File: src/rtl/tlb_fill_ctrl_if.sv
// Bundle of the miss, page-walk and TLB-table signals around tlb_fill_ctrl.
// master: the fill controller; slave: the pipeline/walker/TLB side.
interface tlb_fill_ctrl_if;
    logic         tlb_miss;
    logic [19:0]  lookup_vpn;
    logic         flush;
    logic         walk_req;
    logic [19:0]  walk_vpn;
    logic         walk_ack;
    logic         walk_err;
    logic [19:0]  walk_pf;
    logic         walk_p;
    logic         walk_rw;
    logic         walk_pcd;
    logic [159:0] VP;
    logic [159:0] PF;
    logic [7:0]   entry_v;
    logic [7:0]   entry_P;
    logic [7:0]   entry_RW;
    logic [7:0]   entry_PCD;
    logic         stall;
    logic         fill_done;
    logic         page_fault;

    modport master (
        input  tlb_miss, lookup_vpn, flush,
        input  walk_ack, walk_err, walk_pf, walk_p, walk_rw, walk_pcd,
        output walk_req, walk_vpn,
        output VP, PF, entry_v, entry_P, entry_RW, entry_PCD,
        output stall, fill_done, page_fault
    );

    modport slave (
        output tlb_miss, lookup_vpn, flush,
        output walk_ack, walk_err, walk_pf, walk_p, walk_rw, walk_pcd,
        input  walk_req, walk_vpn,
        input  VP, PF, entry_v, entry_P, entry_RW, entry_PCD,
        input  stall, fill_done, page_fault
    );
endinterface

File: src/rtl/tlb_fill_ctrl.sv
// tlb_fill_ctrl: owns the 8-entry TLB table and sequences a miss through
// page walk, victim fill and pipeline release; also services table flushes.
module tlb_fill_ctrl #(
    parameter int WALK_TIMEOUT = 255
) (
    input  logic            clk,
    input  logic            reset_n,
    tlb_fill_ctrl_if.master bus
);
    typedef enum logic [1:0] {IDLE, WALK, FILL, DONE} state_t;

    // Counter value on the last WALK cycle that may still accept an ack.
    localparam logic [7:0] TMO_LAST = 8'(WALK_TIMEOUT - 1);

    state_t       r_state;
    logic [19:0]  r_walk_vpn;
    logic         r_walk_req;
    logic         r_fill_done;
    logic         r_page_fault;
    logic [2:0]   r_victim;
    logic         r_alloc;
    logic [2:0]   r_rr_ptr;
    logic [7:0]   r_tmo_cnt;
    logic [19:0]  r_cap_pf;
    logic         r_cap_p;
    logic         r_cap_rw;
    logic         r_cap_pcd;
    logic [19:0]  r_vp [8];
    logic [19:0]  r_pf [8];
    logic [7:0]   r_v;
    logic [7:0]   r_p;
    logic [7:0]   r_rw;
    logic [7:0]   r_pcd;

    logic         w_hit;
    logic [2:0]   w_hit_idx;
    logic [159:0] w_vp_flat;
    logic [159:0] w_pf_flat;

    // Find a valid entry already holding the missing VPN; lowest index wins.
    always_comb begin
        w_hit     = 1'b0;
        w_hit_idx = 3'd0;
        for (int i = 7; i >= 0; i--) begin
            if (r_v[i] && (r_vp[i] == bus.lookup_vpn)) begin
                w_hit     = 1'b1;
                w_hit_idx = 3'(i);
            end
        end
    end

    // Control FSM plus the entry table it owns; flush overrides every state.
    always_ff @(posedge clk or negedge reset_n) begin
        if (!reset_n) begin
            r_state      <= IDLE;
            r_walk_vpn   <= '0;
            r_walk_req   <= 1'b0;
            r_fill_done  <= 1'b0;
            r_page_fault <= 1'b0;
            r_victim     <= '0;
            r_alloc      <= 1'b0;
            r_rr_ptr     <= '0;
            r_tmo_cnt    <= '0;
            r_cap_pf     <= '0;
            r_cap_p      <= 1'b0;
            r_cap_rw     <= 1'b0;
            r_cap_pcd    <= 1'b0;
            r_v          <= '0;
            r_p          <= '0;
            r_rw         <= '0;
            r_pcd        <= '0;
            for (int i = 0; i < 8; i++) begin
                r_vp[i] <= '0;
                r_pf[i] <= '0;
            end
        end else begin
            r_fill_done  <= 1'b0;
            r_page_fault <= 1'b0;
            if (bus.flush) begin
                // Any pending walk result or fill is dropped silently.
                r_v        <= '0;
                r_rr_ptr   <= '0;
                r_walk_req <= 1'b0;
                r_state    <= IDLE;
            end else begin
                case (r_state)
                    IDLE: begin
                        if (bus.tlb_miss) begin
                            r_walk_vpn <= bus.lookup_vpn;
                            r_tmo_cnt  <= '0;
                            r_walk_req <= 1'b1;
                            if (w_hit) begin
                                r_victim <= w_hit_idx;
                                r_alloc  <= 1'b0;
                            end else begin
                                r_victim <= r_rr_ptr;
                                r_alloc  <= 1'b1;
                            end
                            r_state <= WALK;
                        end
                    end
                    WALK: begin
                        if (bus.walk_ack) begin
                            r_walk_req <= 1'b0;
                            if (bus.walk_err) begin
                                r_page_fault <= 1'b1;
                                r_state      <= IDLE;
                            end else begin
                                r_cap_pf  <= bus.walk_pf;
                                r_cap_p   <= bus.walk_p;
                                r_cap_rw  <= bus.walk_rw;
                                r_cap_pcd <= bus.walk_pcd;
                                r_state   <= FILL;
                            end
                        end else if (r_tmo_cnt == TMO_LAST) begin
                            r_walk_req   <= 1'b0;
                            r_page_fault <= 1'b1;
                            r_state      <= IDLE;
                        end else begin
                            r_tmo_cnt <= r_tmo_cnt + 8'd1;
                        end
                    end
                    FILL: begin
                        r_vp[r_victim]  <= r_walk_vpn;
                        r_pf[r_victim]  <= r_cap_pf;
                        r_v[r_victim]   <= 1'b1;
                        r_p[r_victim]   <= r_cap_p;
                        r_rw[r_victim]  <= r_cap_rw;
                        r_pcd[r_victim] <= r_cap_pcd;
                        if (r_alloc) begin
                            r_rr_ptr <= r_rr_ptr + 3'd1;
                        end
                        r_fill_done <= 1'b1;
                        r_state     <= DONE;
                    end
                    DONE: begin
                        r_state <= IDLE;
                    end
                    default: begin
                        r_state <= IDLE;
                    end
                endcase
            end
        end
    end

    // Flatten the entry arrays onto the TLB's 160-bit buses.
    always_comb begin
        w_vp_flat = '0;
        w_pf_flat = '0;
        for (int i = 0; i < 8; i++) begin
            w_vp_flat[20*i +: 20] = r_vp[i];
            w_pf_flat[20*i +: 20] = r_pf[i];
        end
    end

    assign bus.VP         = w_vp_flat;
    assign bus.PF         = w_pf_flat;
    assign bus.entry_v    = r_v;
    assign bus.entry_P    = r_p;
    assign bus.entry_RW   = r_rw;
    assign bus.entry_PCD  = r_pcd;
    assign bus.walk_req   = r_walk_req;
    assign bus.walk_vpn   = r_walk_vpn;
    assign bus.fill_done  = r_fill_done;
    assign bus.page_fault = r_page_fault;
    // Stall is combinational on the miss in IDLE so the requester holds at once.
    assign bus.stall = ((r_state == IDLE) && bus.tlb_miss && !bus.flush)
                     || (r_state == WALK) || (r_state == FILL);
endmodule

File: src/flat_wrapper.sv
// flat-port wrapper written by rule: the top's interface ports become plain ports
module tlb_fill_ctrl_flat 
#(
    parameter int WALK_TIMEOUT = 255
)
  (clk, reset_n, bus_tlb_miss, bus_lookup_vpn, bus_flush, bus_walk_ack, bus_walk_err, bus_walk_pf, bus_walk_p, bus_walk_rw, bus_walk_pcd, bus_walk_req, bus_walk_vpn, bus_VP, bus_PF, bus_entry_v, bus_entry_P, bus_entry_RW, bus_entry_PCD, bus_stall, bus_fill_done, bus_page_fault);
  tlb_fill_ctrl_if bus_i ();
  input  logic clk;
  input  logic reset_n;
  input wire logic [$bits(bus_i.tlb_miss)-1:0] bus_tlb_miss;
  input wire logic [$bits(bus_i.lookup_vpn)-1:0] bus_lookup_vpn;
  input wire logic [$bits(bus_i.flush)-1:0] bus_flush;
  input wire logic [$bits(bus_i.walk_ack)-1:0] bus_walk_ack;
  input wire logic [$bits(bus_i.walk_err)-1:0] bus_walk_err;
  input wire logic [$bits(bus_i.walk_pf)-1:0] bus_walk_pf;
  input wire logic [$bits(bus_i.walk_p)-1:0] bus_walk_p;
  input wire logic [$bits(bus_i.walk_rw)-1:0] bus_walk_rw;
  input wire logic [$bits(bus_i.walk_pcd)-1:0] bus_walk_pcd;
  output wire logic [$bits(bus_i.walk_req)-1:0] bus_walk_req;
  output wire logic [$bits(bus_i.walk_vpn)-1:0] bus_walk_vpn;
  output wire logic [$bits(bus_i.VP)-1:0] bus_VP;
  output wire logic [$bits(bus_i.PF)-1:0] bus_PF;
  output wire logic [$bits(bus_i.entry_v)-1:0] bus_entry_v;
  output wire logic [$bits(bus_i.entry_P)-1:0] bus_entry_P;
  output wire logic [$bits(bus_i.entry_RW)-1:0] bus_entry_RW;
  output wire logic [$bits(bus_i.entry_PCD)-1:0] bus_entry_PCD;
  output wire logic [$bits(bus_i.stall)-1:0] bus_stall;
  output wire logic [$bits(bus_i.fill_done)-1:0] bus_fill_done;
  output wire logic [$bits(bus_i.page_fault)-1:0] bus_page_fault;
  assign bus_i.tlb_miss = bus_tlb_miss;
  assign bus_i.lookup_vpn = bus_lookup_vpn;
  assign bus_i.flush = bus_flush;
  assign bus_i.walk_ack = bus_walk_ack;
  assign bus_i.walk_err = bus_walk_err;
  assign bus_i.walk_pf = bus_walk_pf;
  assign bus_i.walk_p = bus_walk_p;
  assign bus_i.walk_rw = bus_walk_rw;
  assign bus_i.walk_pcd = bus_walk_pcd;
  assign bus_walk_req = bus_i.walk_req;
  assign bus_walk_vpn = bus_i.walk_vpn;
  assign bus_VP = bus_i.VP;
  assign bus_PF = bus_i.PF;
  assign bus_entry_v = bus_i.entry_v;
  assign bus_entry_P = bus_i.entry_P;
  assign bus_entry_RW = bus_i.entry_RW;
  assign bus_entry_PCD = bus_i.entry_PCD;
  assign bus_stall = bus_i.stall;
  assign bus_fill_done = bus_i.fill_done;
  assign bus_page_fault = bus_i.page_fault;
  tlb_fill_ctrl #(.WALK_TIMEOUT(WALK_TIMEOUT)) u_core (.clk(clk), .reset_n(reset_n), .bus(bus_i));
endmodule
File: config.mk
export PLATFORM = sky130hd
export DESIGN_NAME = tlb_fill_ctrl_flat
export DESIGN_NICKNAME = d
export VERILOG_FILES = /design/src/rtl/tlb_fill_ctrl_if.sv /design/src/rtl/tlb_fill_ctrl.sv /design/src/flat_wrapper.sv
export SDC_FILE = /design/constraint.sdc
export NUM_CORES = 1
export LEC_CHECK = 0
export CORE_MARGIN = 2
export CORE_UTILIZATION = 30
export CTS_BUF_LIST = sky130_fd_sc_hd__clkbuf_4
export CTS_CLUSTER_DIAMETER = 80
export DETAILED_ROUTE_END_ITERATION = 16
export PLACE_DENSITY = 0.59
export SYNTH_ARGS = -nofsm -noshare
export SYNTH_HDL_FRONTEND = slang
export SYNTH_SLANG_ARGS = --single-unit
File: constraint.sdc
create_clock -name clk -period 3.1 [get_ports clk]
set_clock_uncertainty 0.15 [all_clocks]
set_input_delay 0.31 -clock clk [delete_from_list [all_inputs] [get_ports clk]]
set_output_delay 0.31 -clock clk [all_outputs]
set_load 0.02 [all_outputs]
==> flow_summary_export.csv, run 1 <==
group,metric,value,unit
power_and_ir_drop,p_total,12990,uW
synth,synth_edf_count,0,
synth,ys.flop_type,"dfrtp_1",
global_route,grt_pass1_vias,13930,
power_and_ir_drop,switching_share,29.16,%
floorplanning,initial_core_util,30.44,%
sta,slew_violations,0,
synth,yosysWarnings,0,
clock_tree,cts.path.max_buffers,3,
synth,synth_seq_cells,415,
routing,antenna_left,0,
synth,ys_seq_area_share,59.02,%
finish,nNetsFinal,1889,
floorplanning,die_area,60600,um^2
sta,tightestPinTransition,594.3,ps
global_route,grt_pass1_wl,94.08,mm
place,place_ws,-25.58,ps
place,place_inst,2453,
setup_path,startpoint_type,"input port",
setup_path,worst-setup-path-type,"input port to output pin",
sta,fin_ws,154.8,ps
setup_path,arrival,2490,ps
power_and_ir_drop,p_sw,3788,uW
setup_path,worstPathRequired,2640,ps
finish,fin_util,43.24,%
floorplanning,rows,88,
finish,layoutNonFillerInstCount,2684,
sta,fmaxAchievable,0.3395,GHz
sta,slew_headroom,60.38,%
power_and_ir_drop,irDropWorstVdd,368.9,uV
synth,synth_cells,1247,
floorplanning,dieWidth,246.2,um
power_and_ir_drop,seqPwrFrac,48.6,%
sta,rsz0062_at_grt,"false",
routing,wl_per_cell,24.01,um
finish,drive_gt1_share,33.75,%
global_route,grt_max_degree,80,
finish,area_delta_synth_final,42.06,%
global_route,grt_overflow_total,0,
synth,synth_cell_types,42,
routing,wl,64.44,mm
clock_tree,cts_sinks,415,
place,gp_congestion,0.9227,
clock_tree,cts-root-buf,"clkbuf_4",
power_and_ir_drop,clockPowerShare,37.8,%
global_route,grt_use_met1,26.08,%
floorplanning,io_pins,425,
clock_tree,clk_latency,850,ps
place,portBuffers,424,
setup_path,cp_max_fo,13,
global_route,antenna_found_initial,1,
power_and_ir_drop,pwr-share-comb,13.6,%
synth,syn_area,17590,um^2
floorplanning,core-area,57810,um^2
clock_tree,path_clk_slew,60,ps
sta,final-setup-viol-count,0,
global_route,top_usage_layer,"met2",
clock_tree,htree_levels,3,
setup_path,endpoint_kind,"output pin",
power_and_ir_drop,p_leak,0.01186,uW
sta,fin_crit_sh,95.01,%
clock_tree,cts_setup_buffers,0,
synth,async_flop_share,100.0,%
routing,vias,12710,
job,maxCapViolCount,0,
routing,via_per_inst,4.735,
min_path,hold_class,"input port to flip-flop",
routing,drc,0,
routing,drt_iter0_markers,555,
global_route,grt_util_met3,7.603,%
outcome,status,"finished, final reports clean",
clock_tree,cts_tree,"yes",
place,hpwl,45.47,mm
power_and_ir_drop,power.density,519.8,nW/um^2
floorplanning,die_h,246.2,um
routing,drtPass1Iterations,4,
sta,fin_crit,2945,ps
power_and_ir_drop,p_int,9204,uW
sta,final_hold_viol_count,0,
global_route,grt_usage,21.25,%
synth,syn_nets,1299,
global_route,met2_usage,34.30,%
clock_tree,numCtsBuffers,114,
synth,avgSynthCellArea,14.11,um^2
## timing repair
item	4_1_cts	5_1_grt
resized for setup	1	1
hold buffers	33	0
endpoints found under the hold margin	421	0
endpoints found under the setup margin	1	1
## metrics by stage
stage	hold WS, ps	cell area, um^2	TNS [ps]
floorplan	-135.6	17590	0
global placement	117.0	23220	0
CTS	12.99	24990	0
finish	108.8	25000	0
global route	63.63	25000	0
detailed placement	113.7	23220	-39.87
## kinds of logic (layout without fill, tap and decap cells)
group           Yosys count  in the layout  share of synthesized area [%]
compound gates           30             30                          1.138
xor+xnor                168            168                          8.363
fa+ha+maj                 3              3                         0.2134
buf+inv                  77            747                          2.581
flops                   415            415                          59.02
mux                     368            368                          23.55
other cells               0              2                              0
simple gates            186            186                          5.134
## per-layer routing
layer | wire, um | share of wire [%]
met1 | 26660 | 41
met3 | 5758 | 8.9
met2 | 30270 | 47
met4 | 1748 | 2.7
met5 | 0 | 0
## cells in the final DEF (no fill, tap or decap), types with 4 or more instances in the layout
| cell type | Yosys | final |
|---|---|---|
| and3_1 | 6 | 4 |
| buf_12 | 0 | 16 |
| buf_4 | 9 | 67 |
| clkbuf_4 | 0 | 173 |
| clkdlybuf4s50_1 | 0 | 423 |
| clkinv_1 | 0 | 14 |
| clkinv_2 | 0 | 4 |
| dfrtp_1 | 415 | 415 |
| dlygate4sd3_1 | 0 | 32 |
| inv_1 | 11 | 11 |
| inv_2 | 1 | 4 |
| mux2_2 | 367 | 367 |
| nand2_1 | 83 | 77 |
| nand2_2 | 0 | 6 |
| nand3_1 | 13 | 12 |
| nand4_1 | 24 | 24 |
| nor2_1 | 16 | 15 |
| nor2b_1 | 5 | 5 |
| nor3_1 | 7 | 6 |
| nor4_1 | 22 | 22 |
| o21ai_0 | 10 | 10 |
| xnor2_1 | 79 | 79 |
| xor2_1 | 89 | 89 |
## sequential cells by signal, summed over array words and instances (netlist names), 3 cells and up
name	flops
u_core.bus.PF	160
u_core.bus.VP	160
u_core.bus.entry_P	8
u_core.bus.entry_PCD	8
u_core.bus.entry_RW	8
u_core.bus.entry_v	8
u_core.bus.walk_vpn	20
u_core.r_cap_pf	20
u_core.r_rr_ptr	3
u_core.r_tmo_cnt	8
u_core.r_victim	3
## power groups by stage
stage	Combinational [uW]	Clock [uW]	Sequential, uW
floorplan	557	0	6430
global placement	1730	0	6400
detailed placement	1750	0	6410
CTS	1790	5090	6320
global route	1880	5380	6370
finish	1770	4910	6310
## layout make-up
class                           instances  area, um^2
Fill cell                            5439       32810
Clock buffer                          173        1299
Inverter                               12       45.04
Sequential cell                       415       10390
Timing Repair Buffer                  539        5393
Multi-Input combinational cell        755        6790
Antenna cell                            2       5.005
Clock inverter                         23       121.4
Tap cell                              765       957.2
## Yosys cell counts (2+ instances only)
| library cell | number | area, um^2 |
|---|---|---|
| nor2_1 | 16 | 60.06 |
| a21oi_1 | 3 | 15.01 |
| mux2_2 | 367 | 4133 |
| and4_1 | 2 | 17.52 |
| ha_1 | 3 | 37.54 |
| buf_4 | 9 | 67.56 |
| dfrtp_1 | 415 | 10380 |
| or3_1 | 3 | 18.77 |
| a22o_1 | 2 | 17.52 |
| nor2b_1 | 5 | 31.28 |
| buf_2 | 21 | 105.1 |
| xnor2_1 | 79 | 691.9 |
| o2111ai_1 | 2 | 17.52 |
| and3_1 | 6 | 37.54 |
| o31ai_1 | 2 | 15.01 |
| a211oi_1 | 2 | 15.01 |
| xor2_1 | 89 | 779.5 |
| a21o_1 | 2 | 15.01 |
| nor3_1 | 7 | 35.03 |
| buf_6 | 14 | 157.7 |
| nand3_1 | 13 | 65.06 |
| nand2_1 | 83 | 311.6 |
| nor4_1 | 22 | 137.6 |
| o21ai_0 | 10 | 50.05 |
| nand4_1 | 24 | 150.1 |
| inv_1 | 11 | 41.29 |
| clkbuf_1 | 20 | 75.07 |
## worst max-delay path, cell delays in order
cell and delay [ps]:
dlygate4sd3_1 530, clkdlybuf4s50_1 450, buf_4 210, nor2_4 170
nand3_1 130, nand2_1 80, clkdlybuf4s50_1 600
## final timing paths
path	cells past startpoint	end	from	slack [ps]
max	7	bus_stall	bus_flush	150
min	4	u_core.bus.walk_vpn[3]$_DFFE_PN0P_	bus_lookup_vpn[3]	110
max reg2reg	7	u_core.r_victim[0]$_DFFE_PN0P_	u_core.bus.VP[117]$_DFFE_PN0P_	540
min reg2reg	1	u_core.bus.PF[94]$_DFFE_PN0P_	u_core.bus.PF[94]$_DFFE_PN0P_	350
max in group asynchronous	5	u_core.bus.PF[17]$_DFFE_PN0P_	reset_n	1510
min in group asynchronous	4	u_core.bus.VP[145]$_DFFE_PN0P_	reset_n	580
No activity file was read; power rests on OpenSTA's default activity.
==> inputs of run 2 (changes only) <==
==> constraint.sdc (replaced) <==
create_clock -name clk -period 3.1 [get_ports clk]
set_clock_uncertainty 0.15 [all_clocks]
set_input_delay 0.775 -clock clk [delete_from_list [all_inputs] [get_ports clk]]
set_output_delay 0.775 -clock clk [all_outputs]
set_load 0.02 [all_outputs]
==> flow_summary_export.csv, run 2 (synthesis results as in run 1) <==
group,metric,value,unit
outcome,status,"finished, final reports clean",
floorplanning,io_pins,425,
floorplanning,rows,88,
clock_tree,path_clk_slew,70,ps
sta,slew_violations,0,
finish,area_delta_synth_final,43.39,%
sta,fin_crit,2993,ps
power_and_ir_drop,p_leak,0.01201,uW
routing,drc,0,
sta,fmaxAchievable,0.3341,GHz
place,place_ws,-428.4,ps
routing,vias,12840,
routing,wl_per_cell,23.99,um
setup_path,worstPathRequired,2170,ps
global_route,grt_max_degree,96,
routing,antenna_left,0,
global_route,grt_pass1_vias,14010,
setup_path,worstRegToRegCells,5,
place,placed_area,23750,um^2
clock_tree,htree_levels,3,
job,maxCapViolCount,0,
sta,fin_ws,107.0,ps
sta,tightestPinTransition,604.9,ps
global_route,antenna_found_initial,2,
global_route,grt_usage,21.44,%
routing,via_per_inst,4.755,
place,hpwl,46.80,mm
sta,tns,0,ps
min_path,hold_class,"input port to async pin",
place,gp_congestion,0.9265,
finish,fin_area,25230,um^2
finish,drive_gt1_share,36.28,%
sta,final-setup-viol-count,0,
floorplanning,dieWidth,246.2,um
routing,drt_iter0_markers,618,
floorplanning,initial_core_util,30.44,%
clock_tree,cts_tree,"yes",
setup_path,path_cells,"clkdlybuf4s50_1",
floorplanning,core-area,57810,um^2
setup_path,endpoint_kind,"output pin",
sta,slew_headroom,59.67,%
power_and_ir_drop,irDropWorstVdd,290.9,uV
floorplanning,die_area,60600,um^2
finish,final_common_cell,"clkdlybuf4s50_1",
place,place_inst,2500,
clock_tree,numCtsBuffers,114,
place,portBuffers,424,
global_route,grt_pass1_wl,95.04,mm
setup_path,worst-setup-path-type,"flip-flop to output pin",
sta,fin_crit_sh,96.55,%
finish,layout_common_cells,"clkdlybuf4s50_1 (420), dfrtp_1 (402), mux2_2 (367), clkbuf_4 (166), buf_4 (100)",
setup_path,critical_path.slowest_cell,"clkdlybuf4s50_1",
clock_tree,cts_setup_buffers,0,
clock_tree,cts_sinks,415,
setup_path,crit_buf_inv,1,
setup_path,critPathMaxStageDelay,660,ps
clock_tree,cts-root-buf,"clkbuf_4",
clock_tree,cts.path.max_buffers,3,
setup_path,arrival,2070,ps
sta,rsz0062_at_grt,"false",
clock_tree,clk_latency,870,ps
power_and_ir_drop,power.density,521.3,nW/um^2
routing,wl,64.81,mm
finish,nNetsFinal,1904,
setup_path,cp_max_fo,10,
floorplanning,die_h,246.2,um
sta,hold-worst-slack,176.3,ps
routing,drtPass1Iterations,5,
finish,layoutNonFillerInstCount,2701,
global_route,grt_overflow_total,0,
setup_path,crit_cells,1,
setup_path,critical-path-top-delay-family,"buffers and inverters",
sta,final_hold_viol_count,0,
setup_path,startpoint_type,"flip-flop",
[run 2: through the flow]
step	total power [uW]	util (%)
after floorplan	6988	-
after global placement	8202	41.09
after detailed placement	8239	41.09
after CTS	13370	43.64
after global routing	13830	43.65
final	13150	43.65
[run 2: path summary, 6_finish.rpt]
check / from / to / slack, ps
max in group asynchronous: reset_n / u_core.r_cap_pf[19]$_DFFE_PN0P_ / 1640
min in group clk: u_core.bus.PF[18]$_DFFE_PN0P_ / u_core.bus.PF[18]$_DFFE_PN0P_ / 350
min reg2reg: u_core.bus.PF[18]$_DFFE_PN0P_ / u_core.bus.PF[18]$_DFFE_PN0P_ / 350
max reg2reg: u_core.r_state[1]$_DFFE_PN0P_ / u_core.bus.VP[146]$_DFFE_PN0P_ / 530
max: u_core.bus.walk_vpn[7]$_DFFE_PN0P_ / bus_walk_vpn[7] / 110
min: reset_n / u_core.bus.VP[10]$_DFFE_PN0P_ / 180
[run 2: report_power, final]
group	leakage (uW)	switching (uW)	internal, uW
combinational	0.00547	942	906
sequential	0.00568	542	5740
clock	0.000860	2410	2610
total	0.0120	3890	9260
[run 2: area by class of cell]
class	count	area, um^2
Clock inverter	33	206.4
Multi-Input combinational cell	755	6783
Timing Repair Buffer	554	5588
Sequential cell	415	10400
Fill cell	5440	32580
Antenna cell	1	2.502
Inverter	12	45.04
Clock buffer	166	1246
Tap cell	765	957.2
[run 2: layer usage]
| metal | track usage [%] | wire length, um |
|---|---|---|
| met5 | 0 | 13 |
| met4 | 8.681 | 2118 |
| met3 | 7.865 | 6056 |
| met2 | 33.90 | 29950 |
| met1 | 26.45 | 26660 |
[run 2: repair_timing]
item,4_1_cts,5_1_grt
setup endpoints to repair,16,1
hold buffers,1,0
endpoints found under the hold margin,272,0
gates cloned,0,0
resized for setup,16,1
